**src/rtl/demux_pkg.sv**
```systemverilog
// demux_pkg: shared definitions for the registered 1-to-2 demultiplexer.
//   DATA_W       : default datapath width (16 bits)
//   chan_e       : destination channel encoding (CH0 / CH1)
//   slot_state_e : occupancy of a one-entry output slot (EMPTY / FULL)
package demux_pkg;

  localparam int DATA_W = 16;
  localparam int CNT_W  = 16;

  typedef enum logic {
    CH0 = 1'b0,
    CH1 = 1'b1
  } chan_e;

  typedef enum logic {
    EMPTY = 1'b0,
    FULL  = 1'b1
  } slot_state_e;

endpackage

```
**src/rtl/demux_slot.sv**
```systemverilog
// demux_slot: one-entry valid/ready output buffer used once per demux channel.
// Optional feature: `define DEMUX_STATS_EN to build a 16-bit delivered-word
// counter; without it, cnt is tied to zero and no counter flops exist.
//
// Ports:
//   clk        in   rising-edge clock
//   rst        in   synchronous active-high reset
//   fill       in   load fill_data into the slot this cycle
//   fill_data  in   word to load
//   can_accept out  slot is empty or is being drained this cycle
//   out_data   out  buffered word (stable while stalled)
//   out_valid  out  slot holds a word
//   out_ready  in   consumer accepts
//   cnt        out  words delivered (0 when stats are disabled)
module demux_slot
  import demux_pkg::*;
#(
  parameter int WIDTH = DATA_W
) (
  input  logic             clk,
  input  logic             rst,
  input  logic             fill,
  input  logic [WIDTH-1:0] fill_data,
  output logic             can_accept,
  output logic [WIDTH-1:0] out_data,
  output logic             out_valid,
  input  logic             out_ready,
  output logic [CNT_W-1:0] cnt
);

  slot_state_e      state_p1;
  logic [WIDTH-1:0] data_p1;
  logic             drain;

  // Output transfer never completes while reset is asserted.
  assign drain      = (state_p1 == FULL) && out_ready && !rst;
  // A full slot that is draining now can take a new word in the same cycle.
  assign can_accept = (state_p1 == EMPTY) || out_ready;

  // ---- stage p1: slot register ----
  always_ff @(posedge clk) begin
    if (rst) begin
      state_p1 <= EMPTY;
      data_p1  <= '0;
    end else if (fill) begin
      state_p1 <= FULL;
      data_p1  <= fill_data;
    end else if (drain) begin
      state_p1 <= EMPTY;
    end
  end

  assign out_valid = (state_p1 == FULL);
  assign out_data  = data_p1;

`ifdef DEMUX_STATS_EN
  logic [CNT_W-1:0] cnt_p1;

  // Wraps naturally from all-ones to zero.
  always_ff @(posedge clk) begin
    if (rst) begin
      cnt_p1 <= '0;
    end else if (drain) begin
      cnt_p1 <= cnt_p1 + 1'b1;
    end
  end

  assign cnt = cnt_p1;
`else
  assign cnt = '0;
`endif

endmodule

```
**src/rtl/demux_2_reg.sv**
```systemverilog
// demux_2_reg: registered 1-to-2 demultiplexer. One word per cycle enters on
// a valid/ready channel and is steered by in_sel (captured with the word) into
// one of two single-entry output buffers, each drained by its own handshake.
// Optional feature: `define DEMUX_STATS_EN enables per-channel delivered-word
// counters on cnt0/cnt1; otherwise those ports read zero.
//
// Ports:
//   clk, rst                       clock, synchronous active-high reset
//   in_data, in_sel, in_valid      input word, destination, valid
//   in_ready                       input accepted this cycle when valid
//   out0_data/valid/ready          channel 0 output handshake
//   out1_data/valid/ready          channel 1 output handshake
//   cnt0, cnt1                     delivered-word counters
module demux_2_reg
  import demux_pkg::*;
#(
  parameter int WIDTH = DATA_W
) (
  input  logic             clk,
  input  logic             rst,
  input  logic [WIDTH-1:0] in_data,
  input  logic             in_sel,
  input  logic             in_valid,
  output logic             in_ready,
  output logic [WIDTH-1:0] out0_data,
  output logic             out0_valid,
  input  logic             out0_ready,
  output logic [WIDTH-1:0] out1_data,
  output logic             out1_valid,
  input  logic             out1_ready,
  output logic [15:0]      cnt0,
  output logic [15:0]      cnt1
);

  chan_e sel;
  logic  accept0;
  logic  accept1;
  logic  xfer;
  logic  fill0;
  logic  fill1;

  assign sel = chan_e'(in_sel);

  // Readiness follows whatever in_sel currently points at, so a stalled
  // producer may retarget its word to the other channel.
  assign in_ready = (sel == CH1) ? accept1 : accept0;
  assign xfer     = in_valid && in_ready;
  assign fill0    = xfer && (sel == CH0);
  assign fill1    = xfer && (sel == CH1);

  demux_slot #(.WIDTH(WIDTH)) u_slot0 (
    .clk        (clk),
    .rst        (rst),
    .fill       (fill0),
    .fill_data  (in_data),
    .can_accept (accept0),
    .out_data   (out0_data),
    .out_valid  (out0_valid),
    .out_ready  (out0_ready),
    .cnt        (cnt0)
  );

  demux_slot #(.WIDTH(WIDTH)) u_slot1 (
    .clk        (clk),
    .rst        (rst),
    .fill       (fill1),
    .fill_data  (in_data),
    .can_accept (accept1),
    .out_data   (out1_data),
    .out_valid  (out1_valid),
    .out_ready  (out1_ready),
    .cnt        (cnt1)
  );

endmodule
```
**config.mk**
```make
export PLATFORM = sky130hd
export DESIGN_NAME = demux_2_reg
export DESIGN_NICKNAME = d
export VERILOG_FILES = /design/src/rtl/demux_pkg.sv /design/src/rtl/demux_slot.sv /design/src/rtl/demux_2_reg.sv
export SDC_FILE = /design/constraint.sdc
export NUM_CORES = 1
export LEC_CHECK = 0
export CORE_ASPECT_RATIO = 0.6
export CORE_MARGIN = 4
export CORE_UTILIZATION = 35
export CTS_CLUSTER_SIZE = 40
export DETAILED_ROUTE_END_ITERATION = 7
export PLACE_DENSITY = 0.76
export SYNTH_ARGS = -nofsm -noshare
export SYNTH_HDL_FRONTEND = slang
export SYNTH_SLANG_ARGS = --single-unit
```
**constraint.sdc**
```tcl
create_clock -name clk -period 1.1 [get_ports clk]
set_input_delay 0.165 -clock clk [delete_from_list [all_inputs] [get_ports clk]]
set_output_delay 0.165 -clock clk [all_outputs]
set_load 0.05 [all_outputs]
```
======== Yosys cells after proc, flatten, opt, wreduce, memory -nomap -nowiden ========
Index checks and enable logic that the tools add are counted.
cells by class
  mux-type cells .......................... 5
  bitwise logic cells ..................... 3
  reductions and logical operators ........ 12
operators with widths
  cell                number
  logical AND 1 bit   7
  two-way mux 1 bit   5
  nonzero test 2 bit  2
  inverter 1 bit      3
  logical OR 1 bit    2
  zero test 1 bit     1
word-level totals
  input port bits ......................... 22
  bits in registers ....................... 34
  output and inout bits ................... 67
  logic and storage cells ................. 24

======== Depth between registers and ports, before layout ========
Gate-level depths: netlist (run 1).
  depth in word-level cells ............... 6
  depth in mapped cells ................... 5
  depth with buffers taken out ............ 3

======== By module ========
A second synthesis (run 1) with hierarchy kept.
second synthesis, totals
  cells, all modules ...................... 149
  area, all modules ....................... 1514.0 um^2
modules (own cells, without submodules)
  module       area each (um^2)  times used  cells each  sequential area each (um^2)
  demux_slot   740.7             2           73          340.3
  demux_2_reg  32.5              1           3           0.0

======== Worst setup path after synthesis (run 1) ========
No wires, ideal clock.
  kind .................................... register to register
  from .................................... register u_slot0.state_p1, in the netlist u_slot0.out_valid
  to ...................................... register u_slot0.data_p1[10], in the netlist u_slot0.out_data[10]
  arrival time ............................ 1352 ps
  cell stages (with the launch flop) ...... 6
  path buffers ............................ 2
  setup slack ............................. -323 ps
  library setup time ...................... 72 ps
  required time ........................... 1028 ps
  period minus slack after synthesis ...... 1423 ps
  cell sequence ........................... dfxtp_1 nand2b_1 nand3b_1 buf_4 buf_6 mux2i_1
between the ends
  cells in the longest elaborated chain, start to end .. 5
ends and longest elaborated chain
  what                    RTL line           RTL
  from (decl)             demux_slot.sv:31   slot_state_e state_p1;
  from (signal assigned)  demux_slot.sv:43   state_p1 <= EMPTY;
  from (signal assigned)  demux_slot.sv:46   state_p1 <= FULL;
  from (signal assigned)  demux_slot.sv:49   state_p1 <= EMPTY;
  inverter 1 bit          demux_slot.sv:38   assign can_accept = (state_p1 == EMPTY) || out_ready;
  logical OR 1 bit        demux_slot.sv:38
  two-way mux 1 bit       demux_2_reg.sv:46  assign in_ready = (sel == CH1) ? accept1 : accept0;
  logical AND 1 bit       demux_2_reg.sv:47  assign xfer = in_valid && in_ready;
  logical AND 1 bit       demux_2_reg.sv:48  assign fill0 = xfer && (sel == CH0);
  to (signal assigned)    demux_slot.sv:47   data_p1 <= fill_data;
  to (decl)               demux_slot.sv:32   logic [WIDTH-1:0] data_p1;
No other way between the ends.
A chain may end at the register's enable or synchronous reset.

======== Final worst setup path (run 1) ========
  from .................................... register u_slot0.state_p1, in the netlist u_slot0.out_valid
  to ...................................... output in_ready
between the ends
  cells in the longest elaborated chain, start to end .. 3
ends and longest elaborated chain
  what               RTL line           RTL
  inverter 1 bit     demux_slot.sv:38
  logical OR 1 bit   demux_slot.sv:38
  two-way mux 1 bit  demux_2_reg.sv:46
  to (decl)          demux_2_reg.sv:24  output logic in_ready,
No other way between the ends.

==> flow_summary.ini, run 1 <==
[timing]
maxSlewViolCount = 0
hold_ws_ps = 310.6
fin_crit_sh = 1.165
clock_skew_ps = 6.186
layout_min_cycle_time_ps = 1282
setup_violations = 29
fmax_mhz = 780.1
fin_ws_ps = -182.0
rsz0062_at_grt = true
final_hold_viol_count = 0
setup_tns_ps = -830.6

[run_status]
status = finished with violations
violations = negative setup slack

[synth]
syn_area_per_cell_um2 = 10.23
synth_top_cell_by_area = dfxtp_1
synth.top_cell.area_share = 0.4033
synth_area_leaders = dfxtp_1, mux2i_1, nand2b_1, buf_4, buf_6
synth_cell_types = 15
syn_inst = 165
ys_seq_elements = 34
synth-seq-area-share = 0.4033
ys_warn_count = 0
syn_area_um2 = 1688

[floorplanning]
start_util = 0.3660
fp.dieArea_um2 = 6034
core-area_um2 = 4612
die_x_um = 97.65
io_pins = 89
rows = 19
die_y_um = 61.79

[routing]
dr.pass1.iters = 2
wirelength_um = 3723
ant_nets = 0
wire_per_inst_um = 12.66
vias_per_cell = 4.027
drc = 0
drtIter0Drc = 15
dr_total_vias = 1184

[global_routing]
grt_max_degree = 51
antenna_found_initial = 0
grt.overflow.total = 0
grt_pass1_wl_um = 5858
first_global_vias = 1200
track_usage = 0.1275

[critical_path]
r2r_cells = 5
path_max_fanout = 2
setup.worst_path.end_class = output port
worst_ep_required_time_ps = 940
critical_path_class = register to output port
arrival_ps = 1120
start_kind = register

[cts]
numCtsBuffers = 5
cts_hold_buf = 0
cts_root_buffer = clkbuf_8
clk_pin_slew_ps = 70
htreeDepth = 2
clk_latency_ps = 280
clk_path_buf_depth = 2
clock_sinks = 34
cts_tree = done

[min_path]
worstHoldPathCells = 3
min_path_type = input port to register

[placed_design]
gp_congestion = 0.7374
numPortBuffers = 56
hpwl_um = 2681
preCtsSetupSlack_ps = -304.0

[power]
powerDensity_nw_per_um2 = 1221
leakage_nw = 1.214
ir_drop_mv = 0.6974

[final_layout]
diodes = 0
syn_to_final_growth_pct = 63.53
nets = 252
fillers = 406
drive_gt1_frac = 0.2684

[job]
maxCapViolations = 0
[what timing repair did]
item,CTS,global route
pin swaps,0,2
gates cloned,1,0
resized for setup,8,5
setup endpoints to repair,6,34
buffers inserted,5,1
[final timing paths]
path / startpoint / endpoint / slack, ps
worst min register to register: u_slot1.out_data[12]$_SDFFE_PP0P_ / u_slot1.out_data[12]$_SDFFE_PP0P_ / 510
worst min-delay path: in_valid / u_slot1.out_valid$_SDFFE_PP0P_ / 310
worst max register to register: u_slot0.out_valid$_SDFFE_PP0P_ / u_slot0.out_data[5]$_SDFFE_PP0P_ / -50
worst max-delay path: u_slot0.out_valid$_SDFFE_PP0P_ / in_ready / -180
[synth_stat cells, drive strengths merged]
cell type / number
a21oi: 2
and3: 1
and3b: 1
buf: 36
clkbuf: 5
conb: 1
dfxtp: 34
mux2: 1
mux2i: 32
nand2b: 50
nand3: 1
nand3b: 1
[per-stage QoR]
| stage | instance area, um2 | cells | total power, mW | utilization |
|---|---|---|---|---|
| finish | 2760 | 294 | 3.371 | 0.5985 |
| global route | 2760 | 294 | 3.543 | 0.5985 |
| CTS | 2738 | 294 | 3.414 | 0.5936 |
| detailed placement | 2570 | 280 | 2.438 | 0.5572 |
| global placement | 2570 | 280 | 2.425 | 0.5572 |
| floorplan | 1827 | 196 | 2.103 | - |
[cells by family after synthesis]
| family | count (synthesis) | synth area share |
|---|---|---|
| AOI/OAI and AO/OA | 2 | 0.005931 |
| buffers and inverters | 41 | 0.1831 |
| DFF | 34 | 0.4033 |
| muxes | 33 | 0.1964 |
| other | 1 | 0.002222 |
| and+or+nand+nor | 54 | 0.2090 |
[worst max-delay path, stage by stage (launching register included)]
cell	delay [ps]
dfxtp_4	360
nand2b_4	50
mux2_4	270
buf_8	150
[where the power goes]
group,switching (mW),internal [mW],leakage [nW]
clock network,0.427,0.505,0.0482
logic,0.627,0.449,0.886
registers,0.0679,1.30,0.280
total,1.12,2.25,1.21
[layer usage]
layer / global-route usage / share of wire / wire length, um / vias up
met1: 0.1455 / 0.40 / 1502 / 541
met3: 0.05463 / 0.076 / 284 / 5
met2: 0.2210 / 0.51 / 1902 / 37
met5: 0 / 0 / 0 / -
met4: 0.04734 / 0.0091 / 34 / 0
li1: - / - / - / 601
[cell usage in the layout, fill, tap and decap left out, types with 2 or more instances in the layout]
cell | synthesis | routed
dlygate4sd2_1 | 0 | 3
buf_4 | 33 | 6
dfxtp_4 | 0 | 2
mux2i_1 | 32 | 32
clkbuf_8 | 0 | 6
nand2b_1 | 49 | 48
dfxtp_1 | 34 | 32
nand2b_4 | 1 | 2
clkdlybuf4s50_1 | 0 | 17
buf_12 | 1 | 37
buf_6 | 2 | 2
conb_1 | 1 | 32
[state kept, by name (all words and copies together) (netlist names)]
signal	flops
u_slot0.out_data	16
u_slot0.out_valid	1
u_slot1.out_data	16
u_slot1.out_valid	1
[cell type report]
cell class	count	area, um2	area share
Clock buffer	7	86.33	0.03128
Tap cell	63	78.83	0.02856
Sequential cell	34	688.2	0.2493
Timing Repair Buffer	68	1060	0.3840
Multi-Input combinational cell	121	842.1	0.3051
Clock inverter	1	5.005	0.001813
No activity file was read; power rests on OpenSTA's default activity.
==> inputs of run 2 (changes only) <==
CAP_MARGIN = 20   (was unset)
==> results of run 2 <==
Same layout as run 1: the final DEF is identical, and so are final timing and power.
